--- src/rtl/stopwatch_lap_ctrl.sv ---
`default_nettype none
// ============================================================================
// Module   : stopwatch_lap_ctrl
// Brief    : Button-driven stopwatch control FSM with a circular lap buffer.
//            Define LAP_SPLIT_DELTA_EN to store lap-to-lap deltas instead of
//            absolute lap times.
// Revision : 1.0
// ============================================================================
module stopwatch_lap_ctrl #(
  parameter int LAP_DEPTH = 4,
  parameter int HOLD_MS   = 2000,
  parameter int TIME_W    = 21
) (
  input  logic              clk_1kHz,
  input  logic              resetn,
  input  logic [15:0]       i_btns,
  input  logic [TIME_W-1:0] i_time,
  output logic              o_run,
  output logic              o_clear,
  output logic [TIME_W-1:0] o_disp_time,
  output logic [2:0]        o_state,
  output logic [4:0]        o_lap_cnt,
  output logic [4:0]        o_lap_sel
);

  localparam int PTR_W  = $clog2(LAP_DEPTH);
  localparam int HOLD_W = (HOLD_MS > 2) ? $clog2(HOLD_MS) : 1;
  localparam logic [HOLD_W-1:0] c_hold_load = HOLD_W'(HOLD_MS - 1);
  localparam logic [4:0]        c_lap_full  = 5'(LAP_DEPTH);

  typedef enum logic [2:0] {
    S_IDLE    = 3'd0,
    S_RUN     = 3'd1,
    S_SPLIT   = 3'd2,
    S_STOPPED = 3'd3,
    S_RECALL  = 3'd4
  } state_t;

  state_t             r_state, w_state_nxt;
  logic [2:0]         r_btn_q, r_btn_qq;
  logic [4:0]         r_lap_cnt, w_lap_cnt_nxt;
  logic [4:0]         r_lap_sel, w_lap_sel_nxt;
  logic [PTR_W-1:0]   r_wr_ptr, w_wr_ptr_nxt;
  logic [HOLD_W-1:0]  r_hold, w_hold_nxt;
  logic [TIME_W-1:0]  r_frozen, w_frozen_nxt;
  logic               r_clear, w_clear_nxt;
  logic               w_lap_we;
  logic [TIME_W-1:0]  w_lap_val;
  logic [TIME_W-1:0]  w_disp;
  logic [PTR_W-1:0]   w_rd_idx;
  logic [TIME_W-1:0]  r_laps [LAP_DEPTH];
  logic               w_ev_start, w_ev_lap, w_ev_recall;
  logic               w_unused_btns;

  assign w_unused_btns = ^i_btns[12:0];

  // Rising-edge detect on the two-stage button register: one event per press
  assign w_ev_start  = r_btn_q[2] & ~r_btn_qq[2];
  assign w_ev_lap    = r_btn_q[1] & ~r_btn_qq[1];
  assign w_ev_recall = r_btn_q[0] & ~r_btn_qq[0];

  always_ff @(posedge clk_1kHz or negedge resetn) begin
    if (!resetn) begin
      r_btn_q  <= '0;
      r_btn_qq <= '0;
    end else begin
      r_btn_q  <= i_btns[15:13];
      r_btn_qq <= r_btn_q;
    end
  end

`ifdef LAP_SPLIT_DELTA_EN
  logic [TIME_W-1:0] r_prev_abs;

  function automatic logic [TIME_W-1:0] f_time_sub(input logic [TIME_W-1:0] a,
                                                   input logic [TIME_W-1:0] b);
    int cs, sec, mn;
    cs = int'(a[6:0]) - int'(b[6:0]);
    if (cs < 0) begin cs += 100; sec = -1; end else sec = 0;
    sec += int'(a[13:7]) - int'(b[13:7]);
    if (sec < 0) begin sec += 60; mn = -1; end else mn = 0;
    mn += int'(a[20:14]) - int'(b[20:14]);
    if (mn < 0) mn += 60;
    return {7'(mn), 7'(sec), 7'(cs)};
  endfunction

  assign w_lap_val = f_time_sub(i_time, r_prev_abs);

  always_ff @(posedge clk_1kHz or negedge resetn) begin
    if (!resetn)          r_prev_abs <= '0;
    else if (w_clear_nxt) r_prev_abs <= '0;
    else if (w_lap_we)    r_prev_abs <= i_time;
  end
`else
  assign w_lap_val = i_time;
`endif

  always_ff @(posedge clk_1kHz or negedge resetn) begin
    if (!resetn) r_state <= S_IDLE;
    else         r_state <= w_state_nxt;
  end

  always_comb begin
    w_state_nxt   = r_state;
    w_lap_cnt_nxt = r_lap_cnt;
    w_lap_sel_nxt = r_lap_sel;
    w_wr_ptr_nxt  = r_wr_ptr;
    w_hold_nxt    = r_hold;
    w_frozen_nxt  = r_frozen;
    w_clear_nxt   = 1'b0;
    w_lap_we      = 1'b0;
    case (r_state)
      S_IDLE: begin
        if (w_ev_start) w_state_nxt = S_RUN;
      end
      S_RUN: begin
        if (w_ev_start)    w_state_nxt = S_STOPPED;
        else if (w_ev_lap) w_lap_we    = 1'b1;
      end
      S_SPLIT: begin
        if (w_ev_start) begin
          w_state_nxt   = S_STOPPED;
          w_lap_sel_nxt = 5'd0;
        end else if (w_ev_lap) begin
          w_lap_we = 1'b1;
        end else if (r_hold == '0) begin
          w_state_nxt   = S_RUN;
          w_lap_sel_nxt = 5'd0;
        end else begin
          w_hold_nxt = r_hold - 1'b1;
        end
      end
      S_STOPPED: begin
        if (w_ev_start) begin
          w_state_nxt = S_RUN;
        end else if (w_ev_lap) begin
          w_state_nxt   = S_IDLE;
          w_clear_nxt   = 1'b1;
          w_lap_cnt_nxt = 5'd0;
          w_wr_ptr_nxt  = '0;
        end else if (w_ev_recall && (r_lap_cnt != 5'd0)) begin
          w_state_nxt   = S_RECALL;
          w_lap_sel_nxt = 5'd1;
        end
      end
      S_RECALL: begin
        if (w_ev_start) begin
          w_state_nxt   = S_RUN;
          w_lap_sel_nxt = 5'd0;
        end else if (w_ev_lap) begin
          w_state_nxt   = S_STOPPED;
          w_lap_sel_nxt = 5'd0;
        end else if (w_ev_recall) begin
          w_lap_sel_nxt = (r_lap_sel == r_lap_cnt) ? 5'd1 : r_lap_sel + 5'd1;
        end
      end
      default: begin
        w_state_nxt   = S_IDLE;
        w_lap_sel_nxt = 5'd0;
        w_hold_nxt    = '0;
      end
    endcase

    // A full buffer keeps lap_cnt saturated while the pointer overwrites the oldest slot
    if (w_lap_we) begin
      w_state_nxt   = S_SPLIT;
      w_wr_ptr_nxt  = r_wr_ptr + 1'b1;
      w_lap_cnt_nxt = (r_lap_cnt == c_lap_full) ? r_lap_cnt : r_lap_cnt + 5'd1;
      w_frozen_nxt  = w_lap_val;
      w_hold_nxt    = c_hold_load;
      w_lap_sel_nxt = 5'd1;
    end
  end

  always_ff @(posedge clk_1kHz or negedge resetn) begin
    if (!resetn) begin
      r_lap_cnt <= '0;
      r_lap_sel <= '0;
      r_wr_ptr  <= '0;
      r_hold    <= '0;
      r_frozen  <= '0;
      r_clear   <= 1'b0;
    end else begin
      r_lap_cnt <= w_lap_cnt_nxt;
      r_lap_sel <= w_lap_sel_nxt;
      r_wr_ptr  <= w_wr_ptr_nxt;
      r_hold    <= w_hold_nxt;
      r_frozen  <= w_frozen_nxt;
      r_clear   <= w_clear_nxt;
    end
  end

  always_ff @(posedge clk_1kHz) begin
    if (w_lap_we) r_laps[r_wr_ptr] <= w_lap_val;
  end

  assign w_rd_idx = r_wr_ptr - r_lap_sel[PTR_W-1:0];

  always_comb begin
    case (r_state)
      S_SPLIT:  w_disp = r_frozen;
      S_RECALL: w_disp = r_laps[w_rd_idx];
      default:  w_disp = i_time;
    endcase
  end

  // Live time passes straight through, so it is blanked while reset is held
  assign o_disp_time = resetn ? w_disp : '0;
  assign o_run       = (r_state == S_RUN) || (r_state == S_SPLIT);
  assign o_clear     = r_clear;
  assign o_state     = r_state;
  assign o_lap_cnt   = r_lap_cnt;
  assign o_lap_sel   = r_lap_sel;

endmodule
`default_nettype wire

--- config.mk ---
export PLATFORM = sky130hd
export DESIGN_NAME = stopwatch_lap_ctrl
export DESIGN_NICKNAME = d
export VERILOG_FILES = /design/src/rtl/stopwatch_lap_ctrl.sv
export SDC_FILE = /design/constraint.sdc
export NUM_CORES = 1
export LEC_CHECK = 0
export CAP_MARGIN = 20
export CORE_AREA = 2 2 112 114
export CTS_BUF_LIST = sky130_fd_sc_hd__clkbuf_8
export DETAILED_ROUTE_END_ITERATION = 7
export DIE_AREA = 0 0 114 116
export PLACE_DENSITY = 0.78
export SLEW_MARGIN = 25
export SYNTH_ARGS = -nofsm -noshare
export SYNTH_HDL_FRONTEND = slang
export SYNTH_SLANG_ARGS = --single-unit
--- constraint.sdc ---
create_clock -name clk_1kHz -period 4.1 [get_ports clk_1kHz]
set_clock_uncertainty 0.1 [all_clocks]
set_input_delay 0.82 -clock clk_1kHz [delete_from_list [all_inputs] [get_ports clk_1kHz]]
set_output_delay 0.82 -clock clk_1kHz [all_outputs]
set_load 0.03 [all_outputs]
Word level (Yosys, flattened, before mapping):

Memories as Yosys holds them, arrays and structs flattened.
Cells that the tools add are included.

* bitwise logic cells: 6
* muxes and demuxes: 46
* $add $sub $neg: 5
* equal/unequal tests: 23
* reduce and logical (&&, ||, !) cells: 15

Operators with widths (count)
* 5-bit 2-to-1 mux: 16
* 11-bit 2-to-1 mux: 4
* 21-bit case mux with 2 select lines: 1
* 3-bit 2-to-1 mux: 11
* 3-bit inequality test, second input constant: 8
* 11-bit case mux with 2 select lines: 1
* 21-bit 2-to-1 mux: 1
* 5-bit case mux with 4 select lines: 1
* 3-bit case mux with 5 select lines: 1
* 4-bit inequality test, second input constant: 3
* 11-bit logical NOT: 1
* 11-bit by 1-bit subtractor with 11-bit output, second input constant: 1
* 5-bit by 1-bit adder with 5-bit output, second input constant: 2
* 5-bit inequality test, second input constant: 2
* 2-bit 2-to-1 mux: 4
* 4-bit AND reduction: 2
* 7-bit AND reduction: 1
* 3-bit by 2-bit equality test with 1-bit output, second input constant: 2
* 1-bit 2-to-1 mux: 6
* 6-bit AND reduction: 1
* 5-bit by 3-bit equality test with 1-bit output, second input constant: 1
* 5-bit equality test: 1
* 5-bit nonzero test: 1
* 2-bit by 1-bit inequality test with 1-bit output, second input constant: 2
* 14 further kinds: 21

* memory bits (writable): 84
* output and inout port bits: 36
* input bits: 39
* memories kept: 1
* word-level logic and storage cells: 105
* flip-flop bits (word level): 54

Memory list
* r_laps: words 4, bits a word 21, rd ports 1, clocked after memory_dff 0, write ports 1, RTL line 51 `logic [TIME_W-1:0] r_laps [LAP_DEPTH];`

Longest topological paths before layout:

* depth in word-level cells: 8
* mapped depth: 8
* depth with buffers taken out: 7

Worst setup path before layout:

OpenSTA, ideal clock, no wires.

* kind: register -> output
* start: register r_lap_sel[0] (netlist: o_lap_sel[0])
* end: output port o_disp_time[0]
* setup slack: 1.055 ns
* arrival: 2.125 ns
* stages on the path, launching flop included: 7
* data required time: 3.180 ns
* path buffers: 1
* path through: dfrtp_1 > ha_1 > xnor2_1 > xnor2_2 > buf_4 > mux2i_1 > o221ai_1

* longest elaborated chain between the ends: 4

RTL lines
* from (decl): RTL line 42 `logic [4:0] r_lap_sel, w_lap_sel_nxt;`
* from (signal assigned): RTL line 185 `r_lap_sel <= w_lap_sel_nxt;`
* 2-bit subtractor: RTL line 197 `assign w_rd_idx = r_wr_ptr - r_lap_sel[PTR_W-1:0];`
* memory 4 x 21 bit
* 21-bit case mux with 2 select lines: RTL line 200 `case (r_state)`
* 21-bit 2-to-1 mux: RTL line 208 `assign o_disp_time = resetn ? w_disp : '0;`
* to (decl): RTL line 20 `output logic [TIME_W-1:0] o_disp_time,`

No other way between the ends.

Worst setup path in the final report:

* start: register r_wr_ptr[0]
* end: output port o_disp_time[5]

* longest elaborated chain between the ends: 4

RTL lines
* from (decl): RTL line 43 `logic [PTR_W-1:0] r_wr_ptr, w_wr_ptr_nxt;`
* from (signal assigned): RTL line 186 `r_wr_ptr <= w_wr_ptr_nxt;`
* 2-bit subtractor: RTL line 197
* memory 4 x 21 bit
* 21-bit case mux with 2 select lines: RTL line 200
* 21-bit 2-to-1 mux: RTL line 208

No other way between the ends.

==> results_dict.tcl <==
set metrics [dict create \
    syn-num-nets 589 \
    ant_nets 0 \
    grt_pass1_wl_um 22910 \
    synthFlopType "edfxtp_1" \
    whs_ns 0.1257 \
    layout-area-overhead-vs-synth_pct 18.61 \
    dieHeight_um 116 \
    io_buffers 61 \
    yosysTopAreaCellShare_pct 38.17 \
    synthTopCellsByArea "edfxtp_1, dfrtp_1, mux2i_1" \
    netlist_area_mm2 0.006608 \
    maxSlewHeadroom_pct 46.38 \
    cpMaxStageDelayCell "xnor2_2" \
    avgSynthCellArea_um2 12.24 \
    ys_async_sr_fraction_pct 39.13 \
    worst_slew_pin_slew_ns 0.7981 \
    peakVddDrop_v 0.0005073 \
    ys_seq_area_share_pct 58.63 \
    ys_ff_latch 138 \
    gp_congestion 0.8032 \
    grt_overflow_total 0 \
    layout_setup_ws_ns 0.2716 \
    fin_crit_ns 3.828 \
    syn_inst 540 \
    leakage_nw 3.163 \
    grt.total_usage_pct 22.65 \
    final_max_slew_viol_count 0 \
    grt_max_degree 54 \
    synth_edf_count 84 \
    drt-wirelength-per-cell_um 18.73 \
    htree_levels 4 \
    antenna_found_initial 0 \
    power.density_mw_per_mm2 714.1 \
    min_path_type "in -> async" \
    core_mm2 0.01191 \
    cp.arrival_ns 2.91 \
    crit_type "reg -> out" \
    dp_hpwl_um 8520 \
    viasPerCell 6.026 \
    dieWidth_um 114 \
    fp-row-count 40 \
    diodes 0 \
    insertion_delay_ns 0.44 \
    path_max_fanout 12 \
    max_freq_mhz 261.2 \
    grt_pass1_vias 4483 \
    drtIter0Drc 362 \
    vias 4610 \
    rsz0062_at_grt "no" \
    ys_warn_count 0 \
    place_worst_setup_slack_ns 0.5280 \
    finalSetupTns_ns 0 \
    required_ns 3.18 \
    firstDrtPassIters 7 \
    status "finished clean" \
    critical-path-top-delay-family "XOR/XNOR gates" \
    clockRootBuffer "clkbuf_8" \
    dieArea_mm2 0.01322 \
    clockBufferDepth 2 \
    yosysTopAreaCell "edfxtp_1" \
    synth_cell_types 64 \
    cts_setup_buffers 0 \
    final_nets 655 \
    tritoncts "done" \
    cpMostUsedCell "buf_4" \
    cp-end-kind "primary output" \
    start_util_pct 55.47 \
    period_share_pct 93.38 \
    path_buf_inv 3 \
    cts.sinks 138 \
    routed_wirelength_um 14330 \
    cap_viol_max_count 0 \
    drc 0 \
    cts_made_buffers 17 \
    io_pins 75 \
    cp_slowest_stage_delay_ns 0.46 \
    setup_violations 0 \
    clkTransAtPathRegs_ns 0.08 \
    path_cells "inv_1, ha_1, xnor2_2, xnor2_4, buf_4, mux2i_1, o221ai_1, buf_4" \
    drive_gt1_share_pct 14.89 \
    final_hold_viol_count 0 \
    cp-start-kind "flip-flop" \
]
[cell type report]
class / count / area (um^2)
clock buffer: 17 / 234.0
clock inverter: 14 / 255.2
fill: 864 / 4074
inverter: 10 / 37.54
multi-input combinational: 361 / 2560
sequential: 138 / 3874
tap: 147 / 183.9
timing repair buffer: 78 / 693.2
[cells in the final DEF (no fill, tap or decap), types with 5 or more instances in the layout]
cell type,n
a31oi_1,6
nand2_1,95
o221ai_1,21
xor2_1,7
and2_1,5
bufinv_16,7
a21oi_1,10
inv_1,13
clkdlybuf4s50_1,39
nand3_1,10
nor3_1,7
mux2i_1,42
dfrtp_1,54
o31ai_1,8
buf_4,37
edfxtp_1,84
o21ai_0,21
nor2_1,19
ha_1,10
clkbuf_8,17
a22o_1,44
[cell usage after synthesis (3+ instances only)]
cell,count
o31ai_1,8
buf_2,5
and2_1,5
dfrtp_1,54
ha_1,10
o21ai_0,22
nand2b_1,3
a21oi_1,10
inv_1,10
clkbuf_1,16
xnor2_1,3
nand3b_1,3
nor2_1,19
nand2_1,95
nand3_1,10
a22o_1,44
o221ai_1,21
nor3_1,7
edfxtp_1,84
xor2_1,7
a31oi_1,6
buf_4,5
mux2i_1,42
nor4_2,4
[metrics by stage]
stage          power [mW]  utilization, %  instances  instance area, um^2
4_1_cts             5.596           65.60        764                 7814
3_5_place_dp        4.239           61.49        733                 7325
6_report            5.597           65.80        765                 7838
2_1_floorplan       3.656               -        540                 6608
5_1_grt             5.917           65.80        765                 7838
3_3_place_gp        4.153           61.49        733                 7325
[flip-flops by register name, indices dropped and copies added, names as in the netlist]
signal and flops:
r_hold 11, r_wr_ptr 2, o_clear 1, o_state 3, r_btn_qq 3, r_btn_q 3, o_lap_cnt 5, r_frozen 21
o_lap_sel 5, r_laps 84
[report_power, final]
group	switching, mW	internal (mW)	leakage, nW	total [mW]
clock network	0.507	0.839	0.250	1.35
registers	0.237	1.72	1.44	1.95
logic	1.31	0.985	1.47	2.30
total	2.06	3.54	3.16	5.60
[kinds of logic after synthesis]
| kind of cell | count (synthesis) | share of synthesized area, % |
|---|---|---|
| adder cells (fa/ha/maj) | 10 | 1.894 |
| multiplexers | 43 | 6.590 |
| flip-flops | 138 | 58.63 |
| buffers and inverters | 42 | 3.295 |
| AO/OA/AOI/OAI | 128 | 15.22 |
| AND/OR/NAND/NOR | 168 | 12.80 |
| XOR/XNOR | 11 | 1.572 |
[routing by layer]
metal / up-vias / track usage [%] / part of all wire (%)
met3: 20 / 5.021 / 6.0
met2: 143 / 38.37 / 51
met4: 0 / 9.593 / 1.6
met1: 2277 / 28.31 / 41
li1: 2170 / - / -
met5: - / 0 / 0
[worst paths after layout]
kind                       depth (start not counted)                       to                    start  slack (ns)
setup / recovery                                   8           o_disp_time[5]  r_wr_ptr[0]$_DFFE_PN0P_        0.27
hold / removal                                     1  r_wr_ptr[0]$_DFFE_PN0P_                   resetn        0.13
setup reg to reg                                   5  r_laps[3][20]$_DFFE_PP_   o_state[1]$_DFFE_PN0P_        1.28
hold reg to reg                                    0    r_btn_qq[0]$_DFF_PN0_     r_btn_q[0]$_DFF_PN0_        0.30
max in group asynchronous                          2  r_frozen[7]$_DFFE_PN0P_                   resetn        3.24
min in group clk_1kHz                              0    r_btn_qq[0]$_DFF_PN0_     r_btn_q[0]$_DFF_PN0_        0.30
[repair_timing]
item	4_1_cts	5_1_grt
hold buffers	0	0
endpoints found under the hold margin	0	0
resized for setup	0	1
setup endpoints to repair	0	12
Power figures use the tool's default switching activity.
